## src/rtl/rop3_pkg.sv

```systemverilog
// -----------------------------------------------------------------------------
// rop3_pkg
// Shared definitions for the ROP3 serial operand interface:
//   - state_e      : transmit FSM state encoding (3-bit)
//   - ROP_*        : the ROP3 mode codes the reference ALU understands
//   - RSP_TIMEOUT_DFLT : default number of cycles to wait for an engine response
// -----------------------------------------------------------------------------
package rop3_pkg;

   typedef enum logic [2:0] {
      ST_IDLE     = 3'd0,
      ST_SEND_P   = 3'd1,
      ST_SEND_S   = 3'd2,
      ST_SEND_D   = 3'd3,
      ST_WAIT_RSP = 3'd4
   } state_e;

   // ROP3 mode codes (truth-table byte indexed by {P,S,D})
   localparam logic [7:0] ROP_BLACKNESS   = 8'h00;
   localparam logic [7:0] ROP_NOTSRCERASE = 8'h11;
   localparam logic [7:0] ROP_NOTSRCCOPY  = 8'h33;
   localparam logic [7:0] ROP_SRCERASE    = 8'h44;
   localparam logic [7:0] ROP_DSTINVERT   = 8'h55;
   localparam logic [7:0] ROP_PATINVERT   = 8'h5A;
   localparam logic [7:0] ROP_SRCINVERT   = 8'h66;
   localparam logic [7:0] ROP_SRCAND      = 8'h88;
   localparam logic [7:0] ROP_MERGEPAINT  = 8'hBB;
   localparam logic [7:0] ROP_MERGECOPY   = 8'hC0;
   localparam logic [7:0] ROP_SRCCOPY     = 8'hCC;
   localparam logic [7:0] ROP_SRCPAINT    = 8'hEE;
   localparam logic [7:0] ROP_PATCOPY     = 8'hF0;
   localparam logic [7:0] ROP_PATPAINT    = 8'hFB;
   localparam logic [7:0] ROP_WHITENESS   = 8'hFF;

   localparam int RSP_TIMEOUT_DFLT = 15;

endpackage

```

## src/rtl/rop3_ref_alu.sv

```systemverilog
// -----------------------------------------------------------------------------
// rop3_ref_alu
// Combinational reference ROP3 evaluator used by the optional response checker.
// Only the modes listed in rop3_pkg are evaluated; any other mode yields 0.
// Ports:
//   p, s, d : pattern / source / destination operands (N bits)
//   mode    : ROP3 mode code
//   result  : expected engine result (N bits)
// -----------------------------------------------------------------------------
module rop3_ref_alu
   import rop3_pkg::*;
#(
   parameter int N = 8
) (
   input  logic [N-1:0] p,
   input  logic [N-1:0] s,
   input  logic [N-1:0] d,
   input  logic [7:0]   mode,
   output logic [N-1:0] result
);

   // Map each supported mode code to its bitwise boolean expression
   always_comb begin
      result = {N{1'b0}};
      case (mode)
         ROP_BLACKNESS:   result = {N{1'b0}};
         ROP_NOTSRCERASE: result = ~(s | d);
         ROP_NOTSRCCOPY:  result = ~s;
         ROP_SRCERASE:    result = s & ~d;
         ROP_DSTINVERT:   result = ~d;
         ROP_PATINVERT:   result = p ^ d;
         ROP_SRCINVERT:   result = s ^ d;
         ROP_SRCAND:      result = s & d;
         ROP_MERGEPAINT:  result = ~s | d;
         ROP_MERGECOPY:   result = p & s;
         ROP_SRCCOPY:     result = s;
         ROP_SRCPAINT:    result = s | d;
         ROP_PATCOPY:     result = p;
         ROP_PATPAINT:    result = p | ~s | d;
         ROP_WHITENESS:   result = {N{1'b1}};
         default:         result = {N{1'b0}};
      endcase
   end

endmodule

```

## src/rtl/rop3_frame_tx.sv

```systemverilog
// -----------------------------------------------------------------------------
// rop3_frame_tx
// Accepts one {P,S,D,Mode} job over a valid/ready handshake, serialises P, S, D
// onto Bitmap on three consecutive cycles (Mode held for the whole frame), then
// waits up to RSP_TIMEOUT cycles for the engine response and returns it
// upstream, or pulses out_timeout.
// Optional build macro ROP3_FRAME_CHECK_EN adds out_mismatch, which pulses with
// out_valid when the engine result differs from a locally computed ROP3.
// Ports:
//   clk, srst_n            : clock, asynchronous active-low reset
//   in_valid/in_ready      : job handshake; in_p/in_s/in_d/in_mode job fields
//   Bitmap, Mode           : serial operand bus and mode code to the engine
//   frame_start            : high in the cycle Bitmap carries P
//   rsp_valid, rsp_result  : engine response
//   out_valid, out_result  : returned result (result held between events)
//   out_timeout            : no response in time
//   out_mismatch           : (optional) result differs from reference ROP3
//   busy                   : FSM not idle
// -----------------------------------------------------------------------------
module rop3_frame_tx
   import rop3_pkg::*;
#(
   parameter int N           = 8,
   parameter int RSP_TIMEOUT = RSP_TIMEOUT_DFLT
) (
   input  logic         clk,
   input  logic         srst_n,
   input  logic         in_valid,
   output logic         in_ready,
   input  logic [N-1:0] in_p,
   input  logic [N-1:0] in_s,
   input  logic [N-1:0] in_d,
   input  logic [7:0]   in_mode,
   output logic [N-1:0] Bitmap,
   output logic [7:0]   Mode,
   output logic         frame_start,
   input  logic         rsp_valid,
   input  logic [N-1:0] rsp_result,
   output logic         out_valid,
   output logic [N-1:0] out_result,
   output logic         out_timeout,
`ifdef ROP3_FRAME_CHECK_EN
   output logic         out_mismatch,
`endif
   output logic         busy
);

   localparam int CW = $clog2(RSP_TIMEOUT + 1);
   // Last counter value before the wait budget is exhausted
   localparam logic [CW-1:0] CNT_LAST = CW'(RSP_TIMEOUT - 32'sd1);
   localparam logic [CW-1:0] CNT_ONE  = CW'(32'sd1);

   state_e         state_r, state_s;
   logic [N-1:0]   p_r, s_r, d_r, p_s, s_s, d_s;
   logic [7:0]     mode_r, mode_s;
   logic [CW-1:0]  cnt_r, cnt_s;
   logic [N-1:0]   bitmap_r, bitmap_s;
   logic [7:0]     mode_out_r, mode_out_s;
   logic           frame_start_r, frame_start_s;
   logic           busy_r, busy_s;
   logic           out_valid_r, out_valid_s;
   logic           out_timeout_r, out_timeout_s;
   logic [N-1:0]   result_r, result_s;

   // Next-state, operand latch and registered-output decode
   always_comb begin
      state_s       = state_r;
      p_s           = p_r;
      s_s           = s_r;
      d_s           = d_r;
      mode_s        = mode_r;
      cnt_s         = cnt_r;
      result_s      = result_r;
      out_valid_s   = 1'b0;
      out_timeout_s = 1'b0;
      case (state_r)
         ST_IDLE: begin
            if (in_valid) begin
               p_s     = in_p;
               s_s     = in_s;
               d_s     = in_d;
               mode_s  = in_mode;
               state_s = ST_SEND_P;
            end else begin
               state_s = ST_IDLE;
            end
         end
         ST_SEND_P: state_s = ST_SEND_S;
         ST_SEND_S: state_s = ST_SEND_D;
         ST_SEND_D: begin
            cnt_s   = {CW{1'b0}};
            state_s = ST_WAIT_RSP;
         end
         ST_WAIT_RSP: begin
            // A response on the final allowed cycle takes priority over timeout
            if (rsp_valid) begin
               result_s    = rsp_result;
               out_valid_s = 1'b1;
               state_s     = ST_IDLE;
            end else if (cnt_r == CNT_LAST) begin
               result_s      = {N{1'b0}};
               out_timeout_s = 1'b1;
               state_s       = ST_IDLE;
            end else begin
               cnt_s = cnt_r + CNT_ONE;
            end
         end
         default: state_s = ST_IDLE;
      endcase

      // Outputs are decoded from the next state so they align with state_r
      case (state_s)
         ST_SEND_P: bitmap_s = p_s;
         ST_SEND_S: bitmap_s = s_s;
         ST_SEND_D: bitmap_s = d_s;
         default:   bitmap_s = {N{1'b0}};
      endcase
      mode_out_s    = (state_s != ST_IDLE) ? mode_s : 8'h00;
      frame_start_s = (state_s == ST_SEND_P);
      busy_s        = (state_s != ST_IDLE);
   end

   // State, operand latches and registered outputs
   always_ff @(posedge clk or negedge srst_n) begin
      if (!srst_n) begin
         state_r       <= ST_IDLE;
         p_r           <= {N{1'b0}};
         s_r           <= {N{1'b0}};
         d_r           <= {N{1'b0}};
         mode_r        <= 8'h00;
         cnt_r         <= {CW{1'b0}};
         bitmap_r      <= {N{1'b0}};
         mode_out_r    <= 8'h00;
         frame_start_r <= 1'b0;
         busy_r        <= 1'b0;
         out_valid_r   <= 1'b0;
         out_timeout_r <= 1'b0;
         result_r      <= {N{1'b0}};
      end else begin
         state_r       <= state_s;
         p_r           <= p_s;
         s_r           <= s_s;
         d_r           <= d_s;
         mode_r        <= mode_s;
         cnt_r         <= cnt_s;
         bitmap_r      <= bitmap_s;
         mode_out_r    <= mode_out_s;
         frame_start_r <= frame_start_s;
         busy_r        <= busy_s;
         out_valid_r   <= out_valid_s;
         out_timeout_r <= out_timeout_s;
         result_r      <= result_s;
      end
   end

   assign in_ready    = (state_r == ST_IDLE);
   assign Bitmap      = bitmap_r;
   assign Mode        = mode_out_r;
   assign frame_start = frame_start_r;
   assign busy        = busy_r;
   assign out_valid   = out_valid_r;
   assign out_timeout = out_timeout_r;
   assign out_result  = result_r;

`ifdef ROP3_FRAME_CHECK_EN
   logic [N-1:0] expect_s;
   logic         mismatch_r;

   rop3_ref_alu #(.N(N)) u_ref_alu (
      .p      (p_r),
      .s      (s_r),
      .d      (d_r),
      .mode   (mode_r),
      .result (expect_s)
   );

   // Compare the engine result against the reference only when it is captured
   always_ff @(posedge clk or negedge srst_n) begin
      if (!srst_n) begin
         mismatch_r <= 1'b0;
      end else begin
         mismatch_r <= (state_r == ST_WAIT_RSP) && rsp_valid && (rsp_result != expect_s);
      end
   end

   assign out_mismatch = mismatch_r;
`endif

endmodule

```

## config.mk

```make
export PLATFORM = sky130hd
export DESIGN_NAME = rop3_frame_tx
export DESIGN_NICKNAME = d
export VERILOG_FILES = /design/src/rtl/rop3_pkg.sv /design/src/rtl/rop3_ref_alu.sv /design/src/rtl/rop3_frame_tx.sv
export SDC_FILE = /design/constraint.sdc
export NUM_CORES = 1
export LEC_CHECK = 0
export BUFFER_PORTS_ARGS = -buffer_cell sky130_fd_sc_hd__buf_4
export CAP_MARGIN = 20
export CORE_MARGIN = 2
export CORE_UTILIZATION = 50
export DETAILED_ROUTE_END_ITERATION = 6
export PLACE_DENSITY_LB_ADDON = 0.1
export SKIP_LAST_GASP = 1
export SYNTH_ARGS = -nofsm -noshare
export SYNTH_HDL_FRONTEND = slang
export SYNTH_SLANG_ARGS = --single-unit
```

## constraint.sdc

```tcl
create_clock -name clk -period 2.4 [get_ports clk]
set_clock_uncertainty 0.2 [all_clocks]
set_input_delay 0.24 -clock clk [delete_from_list [all_inputs] [get_ports clk]]
set_output_delay 0.24 -clock clk [all_outputs]
set_load 0.05 [all_outputs]
```

# Word level (Yosys, flattened, before mapping)
# Index checks and enable logic that the tools add are counted.
# totals
out_inout_bits,29
reg_bits,67
inputBits,44
elab_cells,54
# op_classes
reduce_logical,6
n_addsub,1
n_eq_ne,10
mux,24
# ops
operator,count
$mux 8,11
$pmux 8 s3,1
$pmux 3 s5,1
$eq 3x2->1 const B,4
$mux 4,2
$pmux 4 s2,1
$eq 3x1->1 const B,2
$mux 1,6
$mux 3,2
$add 4x1->4 const B,1
$eq 4x4->1 const B,1
$ne 2x2->1 const B,2
$reduce_bool 2->1,2
$eq 3x3->1 const B,1
$logic_not 3->1,1
$reduce_and 3->1,1
$reduce_bool 3->1,1
$reduce_and 2->1,1

# Longest topological paths before layout
# Gate-level depths: netlist of run 1.
# logic_depth
ltp_word,6
depth_mapped,7
ltp_nobuf,5

# Worst setup path after synthesis of run 1
# OpenSTA, ideal clock, no wires.
# synth_path
path_type,register to output
from,register state_r[2]
to,output port in_ready
path_stages_with_launch,4
required_time_ps,1960
t_arrival_ps,1812
n_path_buf,2
path_slack_ps,148
cell_sequence,dfrtp_1 -> buf_2 -> clkbuf_1 -> nor3_1
# synth_via
elab_chain_len,1
# synth_lines
item,line,text
start: declaration,rop3_frame_tx.sv:53,"state_e state_r, state_s;"
start signal: assignment,rop3_frame_tx.sv:140,state_r <= state_s;
$logic_not 3->1,rop3_frame_tx.sv:156,assign in_ready = (state_r == ST_IDLE);
end: declaration,rop3_frame_tx.sv:29,"output logic in_ready,"
# Every way passes these cells.

# Worst setup path in the final report of run 1
# layout_path
from,register state_r[1]
to,register bitmap_r[5] (netlist: Bitmap[5])
# layout_via
elab_chain_len,5
elab_cells_between_ends,15
# layout_lines
item,line,text
$mux 3,rop3_frame_tx.sv:100,end else if (cnt_r == CNT_LAST) begin
$mux 3,rop3_frame_tx.sv:96,if (rsp_valid) begin
$pmux 3 s5,rop3_frame_tx.sv:76,case (state_r)
$eq 3x2->1 / $eq 3x1->1 (equally long branches),rop3_frame_tx.sv:112,case (state_s)
$pmux 8 s3 *,rop3_frame_tx.sv:112,
named net bitmap_s[5],rop3_frame_tx.sv:57,"logic [N-1:0] bitmap_r, bitmap_s;"
end signal: assignment,rop3_frame_tx.sv:132,bitmap_r <= {N{1'b0}};
end signal: assignment,rop3_frame_tx.sv:146,bitmap_r <= bitmap_s;
end: declaration,rop3_frame_tx.sv:57,
# The timed path passes the listed nets; every way through them passes the cells marked *.
# A chain may end at the register's enable or synchronous reset.

==> results of run 1 <==
==> flip-flops by register name (all words and copies together) (netlist names) <==
name         cells
frame_start      1
Mode             8
d_r              8
out_result       8
Bitmap           8
busy             1
cnt_r            4
state_r          3
out_valid        1
s_r              8
mode_r           8
out_timeout      1
==> per-stage QoR <==
step	hold slack, ps	power, mW
6_report	63.1	4.79
3_3_place_gp	148	3.79
3_5_place_dp	149	3.82
2_1_floorplan	-256	3.28
4_1_cts	42.9	4.79
5_1_grt	57.4	5.10
==> power groups by stage <==
stage / logic [mW] / clock network, mW / registers, mW
after global routing: 2.41 / 0.982 / 1.70
after global placement: 2.13 / 0 / 1.66
after CTS: 2.22 / 0.927 / 1.64
final: 2.22 / 0.915 / 1.65
after floorplan: 1.07 / 0 / 2.21
after detailed placement: 2.16 / 0 / 1.66
==> kinds of logic (layout without fill, tap and decap cells) <==
| logic type | after synthesis | after routing | synth area share (%) |
|---|---|---|---|
| flip-flops | 59 | 59 | 57.9 |
| AO/OA/AOI/OAI | 63 | 63 | 16.9 |
| buffers and inverters | 22 | 133 | 5.35 |
| adder cells (fa/ha/maj) | 2 | 2 | 0.982 |
| AND/OR/NAND/NOR | 111 | 111 | 18.9 |
==> layer usage <==
metal | wire length (µm) | part of all wire (%)
met1 | 2600 | 44
met2 | 2920 | 49
met5 | 0 | 0
met4 | 74 | 1.2
met3 | 341 | 5.7
==> worst min path at each step <==
| stage | start | end | slack, ps |
|---|---|---|---|
| floorplan | srst_n | Bitmap[0]$_DFF_PN0_ | -260 |
| global placement | srst_n | Mode[7]$_DFF_PN0_ | 150 |
| detailed placement | srst_n | Mode[7]$_DFF_PN0_ | 150 |
| CTS | in_valid | state_r[0]$_DFF_PN0_ | 40 |
| global route | in_valid | state_r[0]$_DFF_PN0_ | 60 |
| finish | in_valid | state_r[0]$_DFF_PN0_ | 60 |
==> worst reg2reg max path, delay by kind of cell, from the launching register on <==
family	cells	cell delay, ps
flops	1	500
buf+inv	1	230
simple gates	1	580
compound gates	2	370
==> area by class of cell <==
| class | instances | area [µm²] | area share (%) |
|---|---|---|---|
| inverters | 2 | 12.5 | 0.339 |
| well taps | 67 | 83.8 | 2.27 |
| flip-flops and latches | 59 | 1480 | 40.0 |
| multi-input cells | 176 | 936 | 25.3 |
| repair buffers | 117 | 983 | 26.6 |
| clock inverters | 2 | 35.0 | 0.949 |
| clock buffers | 12 | 165 | 4.47 |
==> placed cells by master, fill, tap and decap left out, types with 7 or more instances in the layout <==
cell type	synthesis	final
a21oi_1	7	7
a22o_1	8	8
a22oi_1	8	8
a31oi_1	9	9
buf_4	0	75
clkbuf_8	0	12
dfrtp_1	59	59
dlygate4sd3_1	0	42
nand2_1	88	88
o21a_1	8	8
o22ai_1	8	8
==> repair_timing <==
action,in CTS,in global routing
endpoints found under the setup margin,0,0
hold buffers,42,0
hold endpoints to repair,100,0
==> impl_metrics.json, run 1 <==
{
  "die_w_um": 75.4,
  "cp_data_arrival_time_ps": 2000,
  "yosys-top-cells-count": "nand2_1, dfrtp_1, a31oi_1",
  "switchingPower_mw": 2.06,
  "hold_viol_final": 0,
  "cts-resized-gates": 0,
  "r2r_slack_ps": 450,
  "p_sw_share_pct": 43.1,
  "status": "complete, no violations",
  "dpl_worst_slack_ps": 466,
  "place.gp.congestion": 0.769,
  "yosysWarningCount": 0,
  "cts_tree": "done",
  "hold_depth": 3,
  "fin_cells": 435,
  "ys_ff_latch": 59,
  "syn_area_per_cell_um2": 9.92,
  "power.density_nw_per_um2": 1300,
  "path_cells": "buf_4 -> nor2b_1 -> a22oi_1 -> o21ai_0",
  "finalCriticalPeriod_ps": 1950,
  "cap_violations": 0,
  "crit_family": "simple AND/OR/NAND/NOR gates",
  "cp-start-kind": "register",
  "fmax_mhz": 512,
  "wl_mm": 5.93,
  "antenna_found_initial": 0,
  "critical_path_depth": 4,
  "power.leakage_nw": 1.80,
  "start_util_pct": 52.9,
  "fill_cells": 344,
  "crit_path_end_kind": "register",
  "track_usage_pct": 22.6,
  "worst_slew_pin_slew_ps": 709,
  "intPower_mw": 2.72,
  "crit_end": "Bitmap[5]$_DFF_PN0_",
  "final_core_util_pct": 76.6,
  "ys.flop_type": "dfrtp_1",
  "vdd_drop_max_uv": 755,
  "core_um2": 4820,
  "vias": 2247,
  "rsz0062_at_grt": "no",
  "reg2reg_from": "state_r[1]$_DFF_PN0_",
  "clock_sinks": 59,
  "wl_per_cell_um": 13.6,
  "startpoint": "state_r[1]$_DFF_PN0_",
  "finalInstanceArea_um2": 3690,
  "placed_cells": 379,
  "synth_edf_count": 0,
  "layout_setup_ws_ps": 447,
  "yosys.area.top_type": "dfrtp_1",
  "cp_slowest_stage_delay_ps": 580,
  "slowest_stage": "nor2b_1",
  "drc_errors": 0,
  "top_usage_layer": "met2",
  "synth.net_count": 303,
  "ys_seq_area_share_pct": 57.9,
  "required_ps": 2450,
  "syn_area_um2": 2550,
  "first_global_vias": 2070,
  "pwr-share-clk_pct": 19.1,
  "critPathBufInv": 1,
  "grt_start_max_net_pins": 60,
  "comb_power_share_pct": 46.3,
  "diodes": 0,
  "clkLatencyLatePin_ps": 330,
  "hpwlAfterDp_mm": 3.50,
  "cts_setup_buffers": 0,
  "fin_crit_sh_pct": 81.4,
  "reg2regPathDepth": 4,
  "use_met1_pct": 29.6,
  "final_max_slew_viol_count": 0,
  "seqPwrFrac_pct": 34.5,
  "slew_headroom_pct": 52.7,
  "port_buffers": 72,
  "reg2reg_to": "Bitmap[5]$_DFF_PN0_",
  "critPathKind": "register to register",
  "layout-drive-gt1-share_pct": 26.9,
  "grt_pass1_wl_mm": 9.51,
  "yosysMostFrequentCell": "nand2_1",
  "synth.distinct_cells": 33,
  "area_growth_pct": 44.9,
  "synth_top_area_share_pct": 57.9,
  "drt_iter0_markers": 93,
  "postSynth.asyncResetShare_pct": 100,
  "tns_ps": 0,
  "cts_buffer_depth": 2,
  "gr-usage-met2_pct": 36.2,
  "cts_buffers": 9,
  "cts_root_buf": "clkbuf_8",
  "firstDrtPassIters": 4,
  "hp-class": "primary input to register",
  "fp-row-count": 25,
  "place_area_um2": 3070,
  "grt_overflow": 0,
  "syn_inst": 257,
  "clk_pin_slew_ps": 60,
  "setup_viol": 0,
  "die-height_um": 75.4,
  "nets": 411,
  "yosys-top-cells-area": "dfrtp_1, nand2_1, a22o_1",
  "io_pins": 73,
  "via_per_inst": 5.17,
  "grt_use_met3_pct": 6.22,
  "dieArea_um2": 5680,
  "crit_fanout": 10,
  "htreeDepth": 3,
  "postRouteAntennaNets": 0
}
(Power assumes the default switching activity.)
==> run 2, diff against run 1 <==
ABC_AREA = 1   (was unset)
clock period = 1.9 ns   (was 2.4 ns; I/O delays follow)
==> impl_metrics.json, run 2 <==
{
  "grt_start_max_net_pins": 60,
  "diodes": 0,
  "critPathKind": "register to register",
  "ys.flop_type": "dfrtp_1",
  "yosys-top-cells-area": "dfrtp_1, nand2_1, inv_1",
  "drt_iter0_markers": 117,
  "ys_seq_area_share_pct": 60.2,
  "final_max_slew_viol_count": 0,
  "grt_pass1_wl_mm": 9.29,
  "cp_data_arrival_time_ps": 1760,
  "cts_root_buf": "clkbuf_8",
  "yosys.area.top_type": "dfrtp_1",
  "status": "complete, no violations",
  "clk_pin_slew_ps": 70,
  "tns_ps": 0,
  "synth_edf_count": 0,
  "ys_ff_latch": 59,
  "hpwlAfterDp_mm": 3.31,
  "die-height_um": 74.0,
  "synth.distinct_cells": 22,
  "antenna_found_initial": 0,
  "power.leakage_nw": 1.94,
  "core_um2": 4720,
  "worst_slew_pin_slew_ps": 359,
  "mostFrequentLayoutCells": "nand2_1, buf_4, dfrtp_1",
  "vdd_drop_max_uv": 842,
  "port_buffers": 72,
  "track_usage_pct": 22.9,
  "setup_viol": 0,
  "crit_fanout": 6,
  "power.density_nw_per_um2": 1590,
  "postSynth.asyncResetShare_pct": 100,
  "firstDrtPassIters": 4,
  "hp-class": "primary input to asynchronous set/reset pin",
  "drc_errors": 0,
  "cap_violations": 0,
  "slew_headroom_pct": 76.1,
  "fp-row-count": 25,
  "synth_top_area_share_pct": 60.2,
  "cts_tree": "done",
  "start_util_pct": 51.9,
  "postRouteAntennaNets": 0,
  "syn_inst": 265,
  "grt_overflow": 0,
  "first_global_vias": 2104,
  "fin_crit_sh_pct": 91.5,
  "finalInstanceArea_um2": 3720,
  "cp-start-kind": "register",
  "r2r_slack_ps": 160,
  "yosys-top-cells-count": "nand2_1, dfrtp_1, inv_1",
  "layout-drive-gt1-share_pct": 27.2,
  "yosysMostFrequentCell": "nand2_1",
  "area_growth_pct": 51.9,
  "synth.net_count": 311,
  "yosysWarningCount": 0,
  "clkLatencyLatePin_ps": 330,
  "via_per_inst": 4.72,
  "wl_per_cell_um": 12.6,
  "die_w_um": 74.0,
  "vias": 2169,
  "rsz0062_at_grt": "no",
  "placed_cells": 400,
  "wl_mm": 5.81,
  "cts_buffers": 9,
  "dieArea_um2": 5480,
  "fmax_mhz": 575,
  "clock_sinks": 59,
  "syn_area_um2": 2450,
  "io_pins": 73,
  "hold_viol_final": 0,
  "place_area_um2": 3070,
  "crit_path_end_kind": "register",
  "finalCriticalPeriod_ps": 1740,
  "fin_cells": 460,
  "cts_buffer_depth": 2,
  "syn_area_per_cell_um2": 9.25,
  "nets": 434,
  "required_ps": 1920,
  "htreeDepth": 3,
  "place.gp.congestion": 0.725
}
-- run 2: cell types whose count changed after synthesis, sizes merged, moves of 9 or more --
cell / previous run / this run
a31oi: 9 / 0
nand4: 0 / 10
inv: 1 / 40
o21ai: 10 / 24
nand3: 2 / 25
nand2: 93 / 81
-- run 2: report_power, final --
part | internal [mW] | total (mW) | switching (mW)
registers | 1.78 | 2.04 | 0.259
clock network | 0.708 | 1.19 | 0.484
logic | 0.866 | 2.71 | 1.84
-- run 2: timing repair --
action                     CTS  global route
setup endpoints to repair    0             3
setup buffers                0             1
hold buffers                43             0
hold endpoints to repair   108             0
gates resized for setup      0             1
-- run 2: through the flow --
stage | hold slack (ps) | power (mW) | setup WS, ps | util (%)
floorplan | -306 | 3.90 | 243 | -
global placement | 3.50 | 4.61 | 252 | 64.9
detailed placement | 4.69 | 4.65 | 169 | 64.9
CTS | 192 | 5.93 | 124 | 78.5
global route | 210 | 6.30 | 49.8 | 78.9
finish | 185 | 5.94 | 162 | 78.9
-- run 2: area by class of cell --
cell class / instances / area (µm²)
clock buffer: 12 / 165
inverter: 41 / 154
sequential: 59 / 1480
tap: 67 / 83.8
timing repair buffer: 121 / 1040
clock inverter: 4 / 47.5
fill: 338 / 998
multi-input combinational: 156 / 757
-- run 2: final timing paths --
| check | start | depth (start not counted) | endpoint |
|---|---|---|---|
| max | cnt_r[0]$_DFFE_PN0P_ | 7 | cnt_r[3]$_DFFE_PN0P_ |
| min | srst_n | 3 | cnt_r[3]$_DFFE_PN0P_ |
| max reg2reg | cnt_r[0]$_DFFE_PN0P_ | 7 | cnt_r[3]$_DFFE_PN0P_ |
| min reg2reg | mode_r[4]$_DFF_PN0_ | 2 | mode_r[4]$_DFF_PN0_ |
| max in group asynchronous | srst_n | 3 | Mode[1]$_DFF_PN0_ |
| min in group clk | mode_r[4]$_DFF_PN0_ | 2 | mode_r[4]$_DFF_PN0_ |
-- run 2: worst max-delay path, cell delays in order, from the launching register on --
cell	delay, ps
dfrtp_1	430
inv_1	60
ha_1	190
nand3_1	140
nand4_1	250
buf_4	230
nand3_1	60
nand2_1	60
-- run 2: cells by family after synthesis --
kind of cell	after synthesis	synth area share [%]
buf+inv	50	9.23
fa+ha+maj	2	1.02
flops	59	60.2
compound gates	26	5.46
xor+xnor	1	0.357
simple gates	127	23.7
-- run 2: per-layer routing --
| layer | routed length, µm | track usage [%] | share of wire, % | vias to the layer above |
|---|---|---|---|---|
| li1 | - | - | - | 1072 |
| met1 | 2370 | 26.5 | 41 | 1022 |
| met2 | 3030 | 40.5 | 52 | 65 |
| met3 | 301 | 6.37 | 5.2 | 10 |
| met4 | 112 | 9.09 | 1.9 | 0 |
| met5 | 0 | 0 | 0 | - |
